--- src/rtl/sync_counter_pkg.sv ---
// sync_counter_pkg: shared state encoding, lane count and saturating increment for the lane checker.
package sync_counter_pkg;
  typedef enum logic [1:0] {IDLE = 2'd0, ARM = 2'd1, CHECK = 2'd2, FAULT = 2'd3} state_e;
  localparam int NUM_LANES = 4;
  function automatic logic [31:0] sat_inc(input logic [31:0] v, input logic [31:0] max);
    return (v >= max) ? v : v + 32'd1;
  endfunction
endpackage

--- src/rtl/sync_counter_checker_lane.sv ---
// lane_step_check: holds one lane's previous sample and flags step mismatches and wraps.
module lane_step_check import sync_counter_pkg::*; #(
  parameter int WIDTH = 4
) (
  input  logic             clk,
  input  logic             rst,
  input  logic             load_i,
  input  logic [WIDTH-1:0] q_i,
  output logic             mismatch_o,
  output logic             wrap_o
);
  logic [WIDTH-1:0] prev_q, prev_d, exp_val;
  assign prev_d = load_i ? q_i : prev_q;
  assign exp_val = prev_q + 1'b1;
  assign mismatch_o = q_i != exp_val;
  assign wrap_o = (prev_q == '1) && (q_i == '0);
  always_ff @(posedge clk or posedge rst)
    if (rst) prev_q <= '0;
    else prev_q <= prev_d;
endmodule

--- config.mk ---
export PLATFORM = sky130hd
export DESIGN_NAME = lane_step_check
export DESIGN_NICKNAME = d
export VERILOG_FILES = /design/src/rtl/sync_counter_pkg.sv /design/src/rtl/sync_counter_checker_lane.sv
export SDC_FILE = /design/constraint.sdc
export NUM_CORES = 1
export LEC_CHECK = 0
export ABC_CLOCK_PERIOD_IN_PS = 2500
export CAP_MARGIN = 20
export CORE_AREA = 2 2 39 41
export CTS_CLUSTER_SIZE = 20
export DETAILED_ROUTE_END_ITERATION = 12
export DIE_AREA = 0 0 41 43
export HOLD_SLACK_MARGIN = 0.02
export SLEW_MARGIN = 10
export SYNTH_ARGS = -nofsm -noshare
export SYNTH_HDL_FRONTEND = slang
export SYNTH_SLANG_ARGS = --single-unit
--- constraint.sdc ---
create_clock -name clk -period 2.5 [get_ports clk]
set_input_delay 0.25 -clock clk [delete_from_list [all_inputs] [get_ports clk]]
set_output_delay 0.25 -clock clk [all_outputs]
set_load 0.05 [all_outputs]
==> results.yml <==
status:
  status: "completed"
worst_setup_path:
  start_kind: "flop"
  rrSetupSlack_ns: 1.70
  crit_fanout: 4
  reg2regPathDepth: 1
  critical_path.cell_chain: "ha_1, xor2_1, xnor2_1, nand4_1, buf_4"
  timing.rr.end: "prev_q[0]"
  cp_data_required_time_ns: 2.25
  max_stage_delay_ns: 0.41
  r2r_start: "prev_q[0]"
  cp_slowest_cell: "dfrtp_1"
  endpoint_kind: "output port"
  path_class: "flop to output port"
  cp.arrival_ns: 1.51
layout:
  nets: 41
  drive_above_1_share_pct: 32.3
  top_register: "prev_q"
  antenna_cells: 0
  top_regs: "prev_q: 4 flops"
  area_growth_syn_to_layout_pct: 50.5
  fin_area_um2: 369
  largest_reg_flops: 4
drt:
  vias: 186
  drtPass1Iterations: 2
  routed_wl_um: 500
  route.detailed.vias_per_inst: 3.96
  drt-initial-drc-count: 1
  ant_nets: 0
  wl_per_cell_um: 10.6
  remaining_drc_errors: 0
job:
  max-cap-violations: 0
sta:
  tns_ns: 0
  fmax_mhz: 570
  skew_ns: 0
  finalCritPeriodShare_pct: 70.2
  min_period_ns: 1.76
  tightest_slew_ns: 0.179
  maxSlewHeadroom_pct: 88.0
  maxSlewViolCount: 0
  postLayoutSetupSlackWorst_ns: 0.744
  rsz0062_at_grt: "false"
  hold_violations: 0
  setup_viol: 0
hold_path:
  min_path_type: "primary input to async pin"
pwr:
  powerDensity_nw_per_um2: 574
  p_leak_nw: 0.146
  ir_worst_vdd_mv: 0.187
die:
  start_util_pct: 17.7
  rows: 14
  coreArea_um2: 1380
  die_h_um: 43
  ios: 9
  die_area_um2: 1760
  die_x_um: 41
logic_synthesis:
  ys_ff_latch: 4
  syn_area_per_cell_um2: 12.3
  synth_ff_type: "dfrtp_1"
  syn_nets: 28
  synth_warnings: 0
  yosys.area.top_type_share_pct: 40.8
  synth_top_cell_by_area: "dfrtp_1"
  yosysSeqAreaShare_pct: 40.8
  syn_area_um2: 245
  yosys-top-cells-area: "dfrtp_1 (41%), mux2_2 (18%), xnor2_1 (14%), xor2_1 (7.1%), ha_1 (5.1%)"
  synth-edff-count: 0
  async_reset_ff_share_pct: 100
  synthCells: 20
  ys_types: 10
  ys_top_cells_by_count: "dfrtp_1 (4), mux2_2 (4), xnor2_1 (4)"
clock_tree:
  ctsResizeCount: 0
  holdBufCountCts: 0
  clkLatencyLatePin_ns: 0.23
  cts_tree: "yes"
  htreeDepth: 1
  clock-sinks: 4
  clk_path_buf_depth: 2
  clockRootBuffer: "clkbuf_4"
  post-cts-setup-buffers: 0
  tritoncts.num_buffers: 3
  clk_pin_slew_ns: 0.04
placed_design:
  dpl-instance-area_um2: 347
  dp_worst_setup_slack_ns: 0.810
  place.gp.congestion: 0.651
  port_buffers: 8
  dpl.hpwl_um: 418
global_routing:
  grt_usage_pct: 6.77
  grt_overflow_total: 0
  grt_max_degree: 5
  grt_pass1_wl_um: 759
  antenna_found_initial: 0
  grt_pass1_vias: 198
worst max-delay path: cells and delay by family, from the launching register on:
kind / cells / cell delay, ns
DFF: 1 / 0.41
xor gates and xnor gates: 2 / 0.31
adders and majority gates: 1 / 0.24
buffers and inverters: 1 / 0.20
and+or+nand+nor: 1 / 0.12
placed cells by master, fill, tap and decap left out, types with 2 or more instances in the layout:
cell / n
mux2_2: 4
xnor2_1: 4
buf_4: 2
clkbuf_4: 3
xor2_1: 2
clkdlybuf4s50_1: 6
dfrtp_1: 4
area by class of cell:
cell class / instances / area (um2)
fillers: 143 / 1010
multi-input cells: 15 / 148
flip-flops and latches: 4 / 100
repair buffers: 8 / 75.1
clock buffers: 3 / 22.5
well taps: 16 / 20.0
inverters: 1 / 3.75
report_power, final:
group	internal (mW)	switching [mW]	leakage (nW)
Sequential	0.0717	0.00652	0.0468
Clock	0.0536	0.0244	0.0138
Combinational	0.0314	0.0244	0.0851
cell families (layout without fill, tap and decap cells):
family,after synthesis,in the layout,synth area share (%)
XOR/XNOR,6,6,21.4
adder cells (fa/ha/maj),1,1,5.10
buffers and inverters,1,12,1.53
flip-flops,4,4,40.8
multiplexers,4,4,18.4
AND/OR/NAND/NOR,4,4,12.8
worst max path at each step:
stage,start,to,cells after the start
2_1_floorplan,prev_q[0],wrap_o,3
3_3_place_gp,q_i[2],mismatch_o,5
3_5_place_dp,q_i[2],mismatch_o,5
4_1_cts,prev_q[0],mismatch_o,5
5_1_grt,prev_q[0],mismatch_o,5
6_report,prev_q[0],mismatch_o,5
through the flow:
stage                     std cells  total power, mW  utilization (%)  hold WS, ns
after global routing             47            0.224             26.7        0.217
after global placement           44            0.135             25.0        0.441
after CTS                        47            0.219             26.7        0.191
final                            47            0.212             26.7        0.195
after floorplan                  20            0.115                -       0.0161
after detailed placement         44            0.135             25.0        0.443
layer usage:
layer | global-route usage (%) | routed length, um | up-vias
met4 | 8.00 | 0 | 0
met2 | 8.44 | 212 | 9
met1 | 7.87 | 233 | 81
li1 | - | - | 96
met3 | 2.09 | 54 | 0
met5 | 0 | 0 | -
Power figures use the tool's default switching activity.
==> patch, RTL diff (config.mk and constraints unchanged) <==
Set the parameter `WIDTH` to 6 (it was 4).
--- a/src/rtl/sync_counter_checker_lane.sv
+++ b/src/rtl/sync_counter_checker_lane.sv
@@ -1,6 +1,6 @@
 // lane_step_check: holds one lane's previous sample and flags step mismatches and wraps.
 module lane_step_check import sync_counter_pkg::*; #(
-  parameter int WIDTH = 4
+  parameter int WIDTH = 6
 ) (
   input  logic             clk,
   input  logic             rst,
Ports: changed (resized q_i); port bits go from 9 to 11. The function was not compared with the original's and may differ.
==> patch against the unedited design <==
- synthesized area up 63%
- utilization grew 12 points
- final area grew 45%
- worst setup slack got worse by 0.18 ns
- total power rose by 31%
- sequential cell count grew 2
- wire length rose by 35%
- critical endpoint unchanged
- largest cell class unchanged
==> patch: results <==
[run_status]
status = "finished, final reports clean"

[worst_setup_path]
cp.arrival_ns = 1.69
cp_top_family = "flip-flops"
crit_slowest_cell = "dfrtp_1"
path_max_fanout = 5
slowest_delay_ns = 0.42

[detailed_routing]
wl_per_cell_um = 10.2
drtIter0Drc = 2
routed-via-count = 307
dr.pass1.iters = 2

[synth]
yosys_warnings = 0
synth_top_flop_cell = "dfrtp_1"
ys_types = 17
netlist_top_cells_area = "dfrtp_1 38%, mux2_2 17%, xnor2_1 13%, xor2_1 4.4%, nand3_1 3.8%"
async_flop_share = 1.00
synth_common_cells = "6 x dfrtp_1, 6 x mux2_2, 6 x xnor2_1"
synth_nets = 48
ys_seq_area_frac = 0.375
syn_inst = 38

[clock_tree]
cts-root-buf = "clkbuf_4"
numCtsBuffers = 3
clk_path_buf_depth = 2
postCtsSetupRepairBufs = 0
htree_levels = 1
clk_pin_slew_ns = 0.05
clk_latency_ns = 0.24
ctsResizeCount = 0

[layout]
final_nets = 62
n_antenna_cell = 0
reg_top3 = "prev_q x6"
drive_gt1_frac = 0.260
final_cells = 66
n_fill_cell = 136

[place]
place_congestion = 0.734
dpl_cell_area_um2 = 512
post-place-ws_ns = 0.687
dp_cells = 63
io_buffer_count = 10

[pwr]
p_comb_mw = 0.0726
ir_drop_mv = 0.242
pwr-share-clk = 0.313
p_leak_nw = 0.209
p_int_mw = 0.204

[global_route]
antenna_found_initial = 0
grt_pass1_wl_mm = 1.30
grt_max_degree = 7
grtUsageTotal = 0.111
first_global_vias = 319

[hold_path]
hold_class = "input port to asynchronous set/reset pin"

[sta]
fin_skew_ns = 0
worst_pin_slew_ns = 0.262

[run]
maxCapViolations = 0
patch: final timing paths:
| check | from | end | slack (ns) | cells after the start |
|---|---|---|---|---|
| worst max-delay path | prev_q[0]$_DFFE_PP0P_ | mismatch_o | 0.56 | 5 |
| worst min register to register | prev_q[5]$_DFFE_PP0P_ | prev_q[5]$_DFFE_PP0P_ | 0.55 | 1 |
| worst min-delay path | rst | prev_q[2]$_DFFE_PP0P_ | 0.22 | 2 |
| min in group clk | prev_q[5]$_DFFE_PP0P_ | prev_q[5]$_DFFE_PP0P_ | 0.55 | 1 |
| max in group asynchronous | rst | prev_q[5]$_DFFE_PP0P_ | 2.08 | 2 |
| worst max register to register | prev_q[2]$_DFFE_PP0P_ | prev_q[2]$_DFFE_PP0P_ | 1.68 | 1 |
patch: logic make-up after synthesis:
logic type | share of synthesized area
xor+xnor | 0.175
mux | 0.169
flops | 0.375
compound gates | 0.0594
fa+ha+maj | 0.0312
buf+inv | 0.0281
simple gates | 0.163
patch: final cells by class:
cell class                 count  share of cell area
tap                           16              0.0375
multi-input combinational     29               0.447
sequential                     6               0.281
clock buffer                   3              0.0422
inverter                       2              0.0141
timing repair buffer          10               0.178
patch: per-layer routing:
metal	vias to the layer above	GRT usage	part of all wire
li1	161	-	-
met4	0	0.0800	0
met1	139	0.145	0.49
met2	7	0.150	0.46
met3	0	0.0314	0.052
met5	-	0	0
patch: through the flow:
| step | total power, mW | util |
|---|---|---|
| 6_report | 0.278 | 0.386 |
| 2_1_floorplan | 0.169 | - |
| 4_1_cts | 0.285 | 0.386 |
| 3_5_place_dp | 0.194 | 0.370 |
| 3_3_place_gp | 0.193 | 0.370 |
| 5_1_grt | 0.301 | 0.386 |
